===== config.mk =====
export PLATFORM = sky130hd
export DESIGN_NAME = spu_sched
export DESIGN_NICKNAME = d
export VERILOG_FILES = /design/src/rtl/spu_sched_pkg.sv /design/src/rtl/spu_sched_chk.sv /design/src/rtl/spu_sched_rr.sv /design/src/rtl/spu_sched.sv
export SDC_FILE = /design/constraint.sdc
export NUM_CORES = 1
export LEC_CHECK = 0
export ABC_CLOCK_PERIOD_IN_PS = 8000
export BUFFER_PORTS_ARGS = -buffer_cell sky130_fd_sc_hd__buf_2
export CAP_MARGIN = 20
export CORE_AREA = 2 2 288 290
export DETAILED_ROUTE_END_ITERATION = 12
export DIE_AREA = 0 0 290 292
export PLACE_DENSITY = 0.3
export SLEW_MARGIN = 20
export SYNTH_ARGS = -nofsm -noshare
export SYNTH_HDL_FRONTEND = slang
export SYNTH_SLANG_ARGS = --single-unit

===== constraint.sdc =====
create_clock -name ACLK -period 8 [get_ports ACLK]
set_input_delay 0.8 -clock ACLK [delete_from_list [all_inputs] [get_ports ACLK]]
set_output_delay 0.8 -clock ACLK [all_outputs]
set_load 0.005 [all_outputs]

===== src/rtl/spu_sched_pkg.sv =====
// spu_sched_pkg: shared widths, pipeline tag and result FIFO entry types
// for the SPU round-robin scheduler.
package spu_sched_pkg;

    localparam int EX1_W    = 8;
    localparam int EX2_W    = 64;
    localparam int EX4_W    = 3;
    localparam int EXD_W    = 8;
    // Requester IDs never exceed 3 bits because NREQ is at most 8.
    localparam int ID_MAX_W = 3;

    typedef struct packed {
        logic                valid;
        logic [ID_MAX_W-1:0] id;
        logic [EX1_W-1:0]    ex1;
        logic [EX4_W-1:0]    ex4;
    } tag_t;

    typedef struct packed {
        logic [ID_MAX_W-1:0] id;
        logic [EXD_W-1:0]    data;
    } fifo_entry_t;

    // Number of occupied pipeline stages among the two tracked stages.
    function automatic logic [1:0] tag_count(input logic a, input logic b);
        return {1'b0, a} + {1'b0, b};
    endfunction

endpackage


===== src/rtl/spu_sched_chk.sv =====
// spu_sched_chk: checks that the result FIFO is never written while full.
module spu_sched_chk #(
    parameter int FIFO_DEPTH = 4,
    parameter int CW         = 3
) (
    input logic          ACLK,
    input logic          RST,
    input logic          push,
    input logic [CW-1:0] cnt
);

    a_no_push_when_full: assert property (@(posedge ACLK) disable iff (RST)
        push |-> (32'(cnt) < 32'(FIFO_DEPTH)))
        else $error("result FIFO push while full");

endmodule


===== src/rtl/spu_sched_rr.sv =====
// spu_sched_rr: NREQ-way rotating-priority arbiter. The search starts at
// ptr and wraps; next_ptr is the slot just after the winner.
module spu_sched_rr #(
    parameter int NREQ = 4
) (
    input  logic [NREQ-1:0]         valid,
    input  logic [$clog2(NREQ)-1:0] ptr,
    output logic [NREQ-1:0]         grant,
    output logic [$clog2(NREQ)-1:0] grant_idx,
    output logic [$clog2(NREQ)-1:0] next_ptr
);

    localparam int PW = $clog2(NREQ);

    logic found_s;

    // Modulo-NREQ wrap of a slot index that is at most 2*NREQ-1.
    function automatic logic [PW-1:0] wrap_idx(input int v);
        int w;
        w = (v >= NREQ) ? (v - NREQ) : v;
        return PW'(w);
    endfunction

    // Scan from ptr and pick the first valid requester.
    always_comb begin
        grant     = '0;
        grant_idx = '0;
        next_ptr  = ptr;
        found_s   = 1'b0;
        for (int k = 0; k < NREQ; k++) begin
            if (!found_s && valid[wrap_idx(int'(ptr) + k)]) begin
                found_s                             = 1'b1;
                grant[wrap_idx(int'(ptr) + k)]      = 1'b1;
                grant_idx                           = wrap_idx(int'(ptr) + k);
                next_ptr                            = wrap_idx(int'(ptr) + k + 1);
            end else begin
                found_s = found_s;
            end
        end
    end

endmodule


===== src/rtl/spu_sched.sv =====
// spu_sched: shares one 3-stage SPU pipeline between NREQ requesters with a
// round-robin grant and credit-based issue into a result FIFO.
// Optional feature macro: SPU_SCHED_FOLD_EN (drives spu_fold from req_fold).
module spu_sched
    import spu_sched_pkg::*;
#(
    parameter int NREQ       = 4,
    parameter int FIFO_DEPTH = 4
) (
    input  logic                         ACLK,
    input  logic                         RST,
    input  logic [NREQ-1:0]              req_valid,
    output logic [NREQ-1:0]              req_ready,
    input  logic [NREQ-1:0][EX1_W-1:0]   req_ex1,
    input  logic [NREQ-1:0][EX2_W-1:0]   req_ex2,
    input  logic [NREQ-1:0][EX2_W-1:0]   req_ex3,
    input  logic [NREQ-1:0][EX4_W-1:0]   req_ex4,
    input  logic [NREQ-1:0]              req_fold,
    output logic                         spu_exec,
    output logic                         spu_fold,
    output logic [EX2_W-1:0]             spu_ex2,
    output logic [EX2_W-1:0]             spu_ex3,
    output logic [EX4_W-1:0]             spu_ex4,
    output logic [EX1_W-1:0]             spu_ex1,
    input  logic [EXD_W-1:0]             spu_exd,
    output logic                         res_valid,
    input  logic                         res_ready,
    output logic [$clog2(NREQ)-1:0]      res_id,
    output logic [EXD_W-1:0]             res_data,
    output logic                         busy
);

    localparam int IDW = $clog2(NREQ);
    localparam int FPW = $clog2(FIFO_DEPTH);
    localparam int FCW = $clog2(FIFO_DEPTH + 1);

    logic [NREQ-1:0] grant_s;
    logic [IDW-1:0]  grant_idx_s;
    logic [IDW-1:0]  next_ptr_s;
    logic [IDW-1:0]  ptr_r;
    logic [1:0]      inflight_s;
    logic            credit_ok_s;
    logic            issue_s;
    tag_t            tag_a_s;
    tag_t            stg_b_r;
    tag_t            stg_c_r;
    fifo_entry_t     mem_r [FIFO_DEPTH];
    fifo_entry_t     head_s;
    logic [FPW-1:0]  wr_ptr_r;
    logic [FPW-1:0]  rd_ptr_r;
    logic [FCW-1:0]  cnt_r;
    logic            push_s;
    logic            pop_s;
    logic            unused_tag_s;

    spu_sched_rr #(.NREQ(NREQ)) u_rr (
        .valid     (req_valid),
        .ptr       (ptr_r),
        .grant     (grant_s),
        .grant_idx (grant_idx_s),
        .next_ptr  (next_ptr_s)
    );

    // Issue only when every in-flight op already owns a FIFO slot; a pop in
    // this cycle only frees a slot from the next cycle on.
    always_comb begin
        inflight_s  = tag_count(stg_b_r.valid, stg_c_r.valid);
        credit_ok_s = (32'(cnt_r) + 32'(inflight_s)) < 32'(FIFO_DEPTH);
        if (credit_ok_s && !RST && (req_valid != '0)) begin
            issue_s   = 1'b1;
            req_ready = grant_s;
        end else begin
            issue_s   = 1'b0;
            req_ready = '0;
        end
    end

    // Issue-cycle SPU operands and the tag that follows the op down the pipe.
    always_comb begin
        spu_exec = issue_s;
        spu_ex2  = '0;
        spu_ex3  = '0;
        tag_a_s  = '0;
        if (issue_s) begin
            spu_ex2       = req_ex2[grant_idx_s];
            spu_ex3       = req_ex3[grant_idx_s];
            tag_a_s.valid = 1'b1;
            tag_a_s.id    = ID_MAX_W'(grant_idx_s);
            tag_a_s.ex1   = req_ex1[grant_idx_s];
            tag_a_s.ex4   = req_ex4[grant_idx_s];
        end else begin
            tag_a_s = '0;
        end
    end

`ifdef SPU_SCHED_FOLD_EN
    assign spu_fold = issue_s & req_fold[grant_idx_s];
`else
    logic unused_fold_s;
    assign spu_fold      = 1'b0;
    assign unused_fold_s = ^req_fold;
`endif

    // Advance the tag pipeline and the arbitration pointer.
    always_ff @(posedge ACLK) begin
        if (RST) begin
            stg_b_r <= '0;
            stg_c_r <= '0;
            ptr_r   <= '0;
        end else begin
            stg_b_r <= tag_a_s;
            stg_c_r <= stg_b_r;
            if (issue_s) begin
                ptr_r <= next_ptr_s;
            end else begin
                ptr_r <= ptr_r;
            end
        end
    end

    assign spu_ex4 = stg_b_r.valid ? stg_b_r.ex4 : '0;
    assign spu_ex1 = stg_c_r.valid ? stg_c_r.ex1 : '0;

    assign push_s = stg_c_r.valid;
    assign pop_s  = (cnt_r != '0) && res_ready;

    // Result storage; capture spu_exd for the op leaving stage C.
    always_ff @(posedge ACLK) begin
        if (push_s && !RST) begin
            mem_r[wr_ptr_r] <= '{id: stg_c_r.id, data: spu_exd};
        end
    end

    // FIFO pointers and occupancy count.
    always_ff @(posedge ACLK) begin
        if (RST) begin
            wr_ptr_r <= '0;
            rd_ptr_r <= '0;
            cnt_r    <= '0;
        end else begin
            if (push_s) begin
                wr_ptr_r <= (wr_ptr_r == FPW'(FIFO_DEPTH - 1)) ? '0 : wr_ptr_r + FPW'(1);
            end
            if (pop_s) begin
                rd_ptr_r <= (rd_ptr_r == FPW'(FIFO_DEPTH - 1)) ? '0 : rd_ptr_r + FPW'(1);
            end
            case ({push_s, pop_s})
                2'b10:   cnt_r <= cnt_r + FCW'(1);
                2'b01:   cnt_r <= cnt_r - FCW'(1);
                default: cnt_r <= cnt_r;
            endcase
        end
    end

    assign head_s       = mem_r[rd_ptr_r];
    assign res_valid    = (cnt_r != '0);
    assign res_id       = res_valid ? head_s.id[IDW-1:0] : '0;
    assign res_data     = res_valid ? head_s.data : '0;
    assign busy         = (inflight_s != 2'd0) || res_valid;
    assign unused_tag_s = ^{stg_c_r.ex4, head_s.id};

    spu_sched_chk #(.FIFO_DEPTH(FIFO_DEPTH), .CW(FCW)) u_chk (
        .ACLK (ACLK),
        .RST  (RST),
        .push (push_s),
        .cnt  (cnt_r)
    );

endmodule

==> run summary, run 1 <==
post-synth top area share = 37.20%
Period minus WS final = 5.625 ns
dpl hpwl = 53470 um
die width = 290 um
CP required = 7.20 ns
final net count = 1997
largest net degree at the start of global routing = 98
met2 Use GR = 25.15%
worst-path maximum fanout = 86
post-synthesis compound-gate area fraction = 13.77%
Power, Total = 4.255 mW
crit share post-route = 70.31%
placed cell area = 11980 um2
initial antenna violation count = 60
cell taking the most area after synthesis = mux2i_1
Core Util, Final = 15.07%
sequential power share = 12.3%
sequential area share after synthesis = 25.33%
first-pass GRT wire length = 80130 um
outcome = completed
hold-fix buffer count after cts = 0
Layout Skew = 0.007234 ns
drt pass-1 iters = 4
Ports = 732
post-synthesis simple-gate area fraction = 6.003%
top post-synthesis cells by area = mux2i_1 (37%), edfxtp_1 (16%), o22ai_1 (12%)
P&R area growth vs syn = 62.07%
GRT Max-Usage Layer = met2
# rows = 105
Max Transition Viols Final = 0
Cells after Synth = 731
Worst-Margin Slew = 0.8859 ns
Yosys warning count = 0
maximum vdd drop = 0.0001915 V
Placer Congestion = 0.9174
vias in the first global route = 9481
clk_lat worst skew = 0.34 ns
xor/xnor cell area share of the yosys netlist = 0.2309%
Post-CTS Setup Inserts = 0
layout cell share with drive strength beyond 1 = 54.65%
synthesized flop and latch total = 76
die height = 292 um
die area = 84680 um2
post-cts resize count = 0
portion of netlist area occupied by mux cells = 41.36%
Psw = 2.187 mW
# Max-Cap Violations = 0
leakage power = 5.928 nW
Adder-Cell Fraction of Synth Area = 3.067%
P_int = 2.068 mW
Hold Crit Class = flip-flop to flip-flop
clock buffer depth = 2
Fmax = 177.8 MHz
Post-synth EDFFs = 40
remaining global-route overflow = 0
fillers = 9444
gr usage total = 13.69%
Switching Fraction = 51.40%
Synth Area per Inst = 10.38 um2
met1 usage = 13.89%
Comb pwr share = 78.1%
RSZ-0062 raised after global routing = false
total negative setup slack = 0 ns
Starting DRT DRC Count = 409
dpl ws = 2.715 ns
Clock Power Share = 9.5%
PnR worst setup slack = 2.375 ns
main flop type after synthesis = edfxtp_1
met3 Track Usage GR = 4.301%
via density per instance = 3.643
share of synthesized registers carrying an async set or reset = 0%
CTS H-tree depth = 3
via count = 9068
Synth cell types = 40
Initial Util = 9.300%
Power Density = 346.1 nW/um2
Post-Syn Area = 7587 um2
routed wire length per instance = 24.44 um
Final Hold Viols = 0
WS Path Type = flip-flop to output pin
Worst Path Arrival = 4.82 ns
CTS Buf Count = 9
# DRC = 0
root buffer cell = clkbuf_16
Slew HR = 39.25%
# port buffers = 726
CTS tree = done
Startpoint Class = flip-flop
remaining antenna violation count = 0
CTS sink cnt = 76
Finish-stage setup viols = 0
Core Area = 81580 um2
endpoint class of the critical path = output pin
largest family of logic cells by synthesized area = multiplexers
CTS clock-pin slew for the worst setup and hold paths = 0.06 ns
Detailed Route WL = 60830 um
Final Cell Area = 12300 um2
syn_nets = 1324
registers in the layout (all words and copies together) (netlist names), named ones only:
register  count
ptr_r         2
wr_ptr_r      2
cnt_r         3
stg_b_r      14
mem_r        40
rd_ptr_r      2
stg_c_r      10
push_s        1
cell usage in the layout, fill, tap and decap left out, types with 8 or more instances in the layout:
cell type  count
nor2b_1       11
o22ai_1      140
inv_1         15
ha_1          17
and2_1        27
mux4_2        14
a21oi_1        8
buf_2        726
mux2i_1      282
clkbuf_16      9
diode_2       10
edfxtp_1      40
nor2_1        23
dfxtp_1       36
cells in the mapped netlist (2+ instances only):
cell type and count:
mux2i_1 282, o22ai_1 140, edfxtp_1 40, dfxtp_1 36
and2_1 27, nor2_1 23, buf_2 20, clkbuf_1 18
ha_1 17, buf_12 16, inv_1 15, mux4_2 14
nor2b_1 11, a21oi_1 8, nand2_1 8, buf_8 7
a22oi_1 5, buf_6 5, clkbuf_4 5, a221oi_1 4
nor3_1 4, o21ai_0 4, nand3_1 2, nor4_1 2
or3_1 2, xor2_1 2
power groups by stage:
| stage | Clock (mW) | Sequential, mW | Combinational (mW) |
|---|---|---|---|
| 2_1_floorplan | 0 | 0.497 | 2.27 |
| 3_3_place_gp | 0 | 0.534 | 3.38 |
| 3_5_place_dp | 0 | 0.536 | 3.39 |
| 4_1_cts | 0.424 | 0.527 | 3.40 |
| 5_1_grt | 0.436 | 0.536 | 3.56 |
| 6_report | 0.406 | 0.525 | 3.33 |
area by class of cell:
cell class | count | area (um2) | share of cell area, %
Antenna cell | 10 | 25.02 | 0.2035
Clock buffer | 10 | 229.0 | 1.862
Clock inverter | 6 | 65.06 | 0.5291
Inverter | 15 | 56.30 | 0.4579
Multi-Input combinational cell | 566 | 4915 | 39.97
Sequential cell | 76 | 1922 | 15.63
Tap cell | 1070 | 1339 | 10.89
Timing Repair Buffer | 736 | 3746 | 30.46
path summary, 6_finish.rpt:
path	start	to	slack, ns	cells after the start
setup / recovery	ptr_r[0]$_SDFFE_PP0P_	spu_ex2[58]	2.38	10
hold / removal	stg_b_r[3]$_SDFF_PP0_	stg_c_r[3]$_SDFF_PP0_	0.43	1
setup reg to reg	ptr_r[0]$_SDFFE_PP0P_	stg_b_r[6]$_SDFF_PP0_	3.92	9
hold reg to reg	stg_b_r[3]$_SDFF_PP0_	stg_c_r[3]$_SDFF_PP0_	0.43	1
worst max-delay path: stages, from the launching register on:
cell and delay (ns):
dfxtp_1 0.76, inv_1 0.31, ha_1 0.52, mux4_2 0.48
nor2_1 0.18, o21ai_1 0.08, a21oi_1 0.31, nand2_4 0.43
buf_12 0.41, o22ai_1 0.66, buf_2 0.25
kinds of logic after synthesis:
kind of cell,count (synthesis)
DFF,76
adders and majority gates,18
and+or+nand+nor,84
other,1
AOI/OAI and AO/OA,165
muxes,296
xor gates and xnor gates,2
buffers and inverters,89
metrics by stage:
step | hold WS (ns) | instances
finish | 0.4340 | 2489
global route | 0.4618 | 2486
CTS | 0.4394 | 2479
detailed placement | 0.4253 | 2463
global placement | 0.4171 | 2463
floorplan | 0.4138 | 731
routing by layer:
metal  share of wire, %  vias to the layer above
met5               0.34                        -
met4                6.3                       30
met3                7.5                      153
met2                 51                      502
met1                 35                     4193
li1                   -                     4190
Note: power is estimated with default switching activity, not from simulation.
==> inputs of run 2 (changes only) <==
Settings changed: ABC_CLOCK_PERIOD_IN_PS 8000 to 4600, CORE_AREA 2 2 288 290 to 2 2 281 283, DIE_AREA 0 0 290 292 to 0 0 283 285.
Clock period 8 ns to 4.6 ns, I/O delays scaled along.
==> run summary, run 2 (synthesis results as in run 1) <==
outcome = completed
slowest CP cell = mux2i_1
Power, Total = 7.742 mW (+82%)
hold-fix buffer count after cts = 0 (unchanged)
maximum vdd drop = 0.0002208 V (+15%)
RSZ-0062 raised after global routing = false
worst-path maximum fanout = 21 (-76%)
WS Path Type = flip-flop to output pin
Startpoint Class = flip-flop
Ports = 732 (unchanged)
gr usage total = 14.08% (+0.39 points)
Fmax = 230.3 MHz
CTS clock-pin slew for the worst setup and hold paths = 0.06 ns (about the same)
Max Transition Viols Final = 0 (unchanged)
dpl hpwl = 53270 um (-0.37%)
# port buffers = 726 (unchanged)
Core Area = 77970 um2 (-4.4%)
CP required = 4.14 ns (-3.06 ns)
leading cell type in the layout, fill and taps excluded = buf_2
die width = 283 um (-2.4%)
Worst Path Arrival = 3.88 ns (-0.94 ns)
total negative setup slack = 0 ns (unchanged)
Slew HR = 48.59% (+9.3 points)
root buffer cell = clkbuf_16
Biggest register = mem_r
Setup crit start = ptr_r[0]$_SDFFE_PP0P_
post-cts resize count = 0 (unchanged)
Initial Util = 9.731% (+0.43 points)
remaining antenna violation count = 0 (unchanged)
Hold Crit Class = input pin to flip-flop
top layer in use = met5
layout cell share with drive strength beyond 1 = 55.57% (+0.92 points)
clk_lat worst skew = 0.35 ns (about the same)
CTS sink cnt = 76 (unchanged)
met1 WL = 21650 um (+1.8%)
max reg flops = 40 (unchanged)
crit share post-route = 94.40%
Post-CTS Setup Inserts = 0 (unchanged)
via count = 9114 (+0.51%)
drt pass-1 iters = 5 (+1)
final net count = 2024 (+1.4%)
die height = 285 um (-2.4%)
# Max-Cap Violations = 0 (unchanged)
# DRC = 0 (unchanged)
CTS tree = done
most frequent cells in the layout = buf_2 (726), mux2i_1 (282), o22ai_1 (140)
Starting DRT DRC Count = 391 (-4.4%)
Period minus WS final = 4.342 ns
Finish-stage setup viols = 0 (unchanged)
Final Hold Viols = 0 (unchanged)
Placer Congestion = 0.9394 (+2.4%)
Detailed Route WL = 59860 um (-1.6%)
via density per instance = 3.650 (+0.19%)
remaining global-route overflow = 0 (unchanged)
worst r2r src = ptr_r[0]$_SDFFE_PP0P_
delay of the slowest cell on the worst path = 0.62 ns (-0.14 ns)
CTS H-tree depth = 3 (unchanged)
Worst-Margin Slew = 0.7701 ns (-0.1157 ns)
HP Start = spu_exd[7]
initial antenna violation count = 54 (-10%)
leakage power = 6.115 nW (+3.1%)
met3 wire len = 3848 um (-16%)
CTS Buf Count = 9 (unchanged)
endpoint class of the critical path = output pin
biggest registers after layout = mem_r: 40 flops, stg_b_r: 14 flops, stg_c_r: 10 flops
Power Density = 614.7 nW/um2 (+78%)
die area = 80660 um2 (-4.8%)
vias in the first global route = 9429 (-0.55%)
worst path cell trace = inv_1 -> ha_1 -> mux4_2 -> nor2b_4 -> nor2_2 -> o22ai_4 -> buf_12 -> mux2i_1 -> o22ai_1 -> buf_2
first-pass GRT wire length = 78620 um (-1.9%)
largest net degree at the start of global routing = 50 (-49%)
routed length on met2 = 31150 um (+0.55%)
Layout Skew = 0.007490 ns (+0.0002558 ns)
P&R area growth vs syn = 66.00%
# rows = 103 (-1.9%)
routed wire length per instance = 23.97 um (-1.9%)
clock buffer depth = 2 (unchanged)
-- run 2: cell types whose count changed in the layout (fill, tap and decap cells not counted) --
cell,change
clkinv_2,-1
bufinv_16,+1
diode_2,+1
clkbuf_1,-1
clkbuf_8,+2
buf_4,+21
clkinvlp_4,-2
buf_12,+6
clkinv_4,+1
-- run 2: stage by stage --
stage / cells / area (um2) / util (%) / worst slack, ns / hold slack [ns]
after floorplan: 731 / 7587 / - / 1.294 / 0.4138
after global placement: 2470 / 12230 / 15.69 / 0.4913 / 0.4229
after detailed placement: 2470 / 12230 / 15.69 / 0.4160 / 0.4218
after CTS: 2486 / 12570 / 16.12 / 0.02671 / 0.3197
after global routing: 2494 / 12590 / 16.14 / 0.02266 / 0.3273
final: 2497 / 12590 / 16.15 / 0.2575 / 0.3317
-- run 2: layer usage --
metal	vias to the layer above	GRT usage, %
li1	4245	-
met1	4236	14.83
met2	473	26.27
met3	130	3.536
met4	30	6.356
met5	-	0
-- run 2: layout make-up --
cell class | count | area, um2
Sequential cell | 76 | 1922
Multi-Input combinational cell | 566 | 4915
Fill cell | 8947 | 65370
Inverter | 15 | 56.30
Timing Repair Buffer | 763 | 4024
Clock inverter | 5 | 83.83
Clock buffer | 11 | 252.7
Antenna cell | 11 | 27.53
Tap cell | 1050 | 1314
-- run 2: worst max-delay path, delay by kind of cell, from the launching register on --
family	cells	cell delay, ns
flops	1	0.33
fa+ha+maj	1	0.49
compound gates	2	0.63
buf+inv	3	0.62
simple gates	2	0.32
mux	2	1.10
-- run 2: power breakdown --
| part | internal, mW | leakage, nW | switching (mW) |
|---|---|---|---|
| logic | 2.59 | 5.30 | 3.48 |
| registers | 0.818 | 0.659 | 0.0624 |
| clock network | 0.505 | 0.158 | 0.288 |
-- run 2: worst paths after layout --
kind | slack [ns] | depth (start not counted) | end
worst min-delay path | 0.33 | 1 | mem_r[2][7]$_DFFE_PP_
worst max register to register | 1.47 | 10 | stg_b_r[6]$_SDFF_PP0_
worst max-delay path | 0.26 | 10 | spu_ex3[8]
worst min register to register | 0.43 | 1 | stg_c_r[6]$_SDFF_PP0_
==> inputs of run 3 (changes only) <==
Settings changed: ABC_AREA set to 1, PLACE_DENSITY 0.3 to 0.34.
==> run summary, run 3 <==
Power Density = 909.4 nW/um2 (+48%)
CTS Buf Count = 9 (unchanged)
Biggest register = mem_r
Post-CTS Setup Inserts = 0 (unchanged)
Final Hold Viols = 0 (unchanged)
cell taking the most area after synthesis = nand2_1
WS Path Type = flip-flop to output pin
P&R area growth vs syn = 49.39%
RSZ-0062 raised after global routing = false
Layout Skew = 0.01036 ns (+0.002866 ns)
Worst Path Arrival = 3.65 ns (-0.23 ns)
die width = 283 um (unchanged)
root buffer cell = clkbuf_16
Placed Cells = 3558 (+44%)
largest net degree at the start of global routing = 114 (+130%)
Synth cell types = 35 (-13%)
Placer Congestion = 0.8921 (-5.0%)
Yosys warning count = 0 (unchanged)
main flop type after synthesis = edfxtp_1
syn_nets = 2480 (+87%)
# Max-Cap Violations = 0 (unchanged)
synth cell count leaders = nand2_1 (593), nand3_1 (424), inv_1 (331)
# port buffers = 726 (unchanged)
die height = 285 um (unchanged)
total negative setup slack = 0 ns (unchanged)
maximum vdd drop = 0.0006363 V (+190%)
Ports = 732 (unchanged)
Core Area = 77970 um2 (unchanged)
post-synth top area share = 21.99% (-15 points)
Initial Util = 12.98% (+3.3 points)
Cells after Synth = 1887 (+160%)
Finish-stage setup viols = 0 (unchanged)
layout cell share with drive strength beyond 1 = 32.05% (-24 points)
Post-synth EDFFs = 40 (unchanged)
Post-Syn Area = 10120 um2 (+33%)
synthesized flop and latch total = 76 (unchanged)
dpl ws = 0.8499 ns (+0.4340 ns)
initial antenna violation count = 34 (-37%)
first-pass GRT wire length = 99510 um (+27%)
Hold Crit Class = input pin to flip-flop
via density per instance = 3.960 (+8.5%)
remaining global-route overflow = 0 (unchanged)
Period minus WS final = 4.108 ns (-0.2348 ns)
worst path cell trace = inv_4 -> ha_1 -> inv_1 -> nand3_2 -> nand2_4 -> nor2_2 -> nor2_2 -> nand2_8 -> nand2_8 -> buf_4 -> nand2_1 -> nand2_1 -> nand2_1 -> a21oi_1 -> buf_2
Synth Area per Inst = 5.365 um2 (-48%)
via count = 14200 (+56%)
Detailed Route WL = 71680 um (+20%)
CP required = 4.14 ns (about the same)
leakage power = 8.953 nW (+46%)
CTS sink cnt = 76 (unchanged)
die area = 80660 um2 (unchanged)
sequential area share after synthesis = 18.98% (-6.3 points)
share of synthesized registers carrying an async set or reset = 0% (unchanged)
fin cells = 3586 (+44%)
most frequent cells in the layout = buf_2 (726), nand2_1 (593), nand3_1 (424)
vias in the first global route = 13780 (+46%)
Max Transition Viols Final = 0 (unchanged)
leading cell type in the layout, fill and taps excluded = buf_2
CTS tree = done
drt pass-1 iters = 5 (unchanged)
Slew HR = 31.36% (-17 points)
Startpoint Class = flip-flop
clk_lat worst skew = 0.34 ns (about the same)
Worst-Margin Slew = 1.026 ns (+0.2557 ns)
clock buffer depth = 2 (unchanged)
delay of the slowest cell on the worst path = 0.37 ns (-0.25 ns)
# DRC = 0 (unchanged)
Fmax = 243.4 MHz (+5.7%)
CTS H-tree depth = 3 (unchanged)
slowest CP cell = dfxtp_1
gr usage total = 16.80% (+2.7 points)
post-cts resize count = 0 (unchanged)
most used cell, CP = nand2_1
CTS clock-pin slew for the worst setup and hold paths = 0.06 ns (about the same)
top post-synthesis cells by area = nand2_1 (22%), nand3_1 (21%), inv_1 (12%)
biggest registers after layout = mem_r: 40 flops, stg_b_r: 14 flops, stg_c_r: 10 flops
max reg flops = 40 (unchanged)
crit share post-route = 89.30% (-5.1 points)
Starting DRT DRC Count = 830 (+110%)
# rows = 103 (unchanged)
final net count = 3112 (+54%)
top-count cell post-synth = nand2_1
hold-fix buffer count after cts = 0 (unchanged)
outcome = completed
remaining antenna violation count = 0 (unchanged)
routed wire length per instance = 19.99 um (-17%)
dpl hpwl = 58420 um (+9.7%)
worst-path maximum fanout = 41 (+95%)
PnR worst setup slack = 0.4923 ns (+0.2348 ns)
endpoint class of the critical path = output pin
## run 3: cell count changes after synthesis, sizes merged, moves of 141 or more
cell,change
o22ai,-141
mux2i,-282
inv,+320
nand3,+425
nand2,+597
a21oi,+153
## run 3: stage by stage
| step | cell area (um2) | util, % | total power, mW | hold slack (ns) |
|---|---|---|---|---|
| floorplan | 10120 | - | 8.312 | 0.3883 |
| global placement | 14750 | 18.92 | 13.27 | 0.3918 |
| detailed placement | 14750 | 18.92 | 13.18 | 0.3934 |
| CTS | 15090 | 19.36 | 14.04 | 0.3378 |
| global route | 15100 | 19.37 | 15.17 | 0.3387 |
| finish | 15120 | 19.40 | 13.75 | 0.3481 |
## run 3: critical path: cells and delay by family, from the launching register on
kind                       cells  cell delay (ns)
DFF                            1             0.37
adders and majority gates      1             0.35
and+or+nand+nor                9             1.34
buffers and inverters          4             0.83
AOI/OAI and AO/OA              1             0.37
## run 3: cells by family after synthesis
logic type	Yosys count	share of synthesized area (%)
buf+inv	482	20.95
simple gates	1104	47.20
fa+ha+maj	18	2.299
flops	76	18.98
other cells	1	0.03704
compound gates	206	10.53
## run 3: power breakdown
part           switching, mW  internal [mW]
Combinational           8.38           3.67
Sequential            0.0708          0.825
Clock                  0.275          0.527
Total                   8.73           5.03
## run 3: layout make-up
cell class	count	area, um2
Antenna cell	12	30.03
Clock buffer	9	225.2
Clock inverter	7	115.1
Fill cell	9403	62850
Inverter	337	1280
Multi-Input combinational cell	1329	6128
Sequential cell	76	1922
Tap cell	1050	1314
Timing Repair Buffer	766	4109
## run 3: worst paths after layout
path,cells after the start,slack (ns),startpoint,to
worst min register to register,2,0.40,stg_b_r[7]$_SDFF_PP0_,stg_c_r[7]$_SDFF_PP0_
worst max register to register,14,1.42,ptr_r[0]$_SDFFE_PP0P_,stg_b_r[7]$_SDFF_PP0_
worst max-delay path,15,0.49,ptr_r[0]$_SDFFE_PP0P_,spu_ex3[9]
worst min-delay path,1,0.35,spu_exd[3],mem_r[3][3]$_DFFE_PP_
## run 3: per-layer routing
metal	share of wire [%]	vias to the layer above	GRT usage [%]	routed length (um)
li1	-	7184	-	-
met1	45	6447	21.66	31960
met2	46	468	27.86	33060
met3	6.7	76	4.592	4803
met4	2.4	26	3.670	1710
met5	0.20	-	0	144
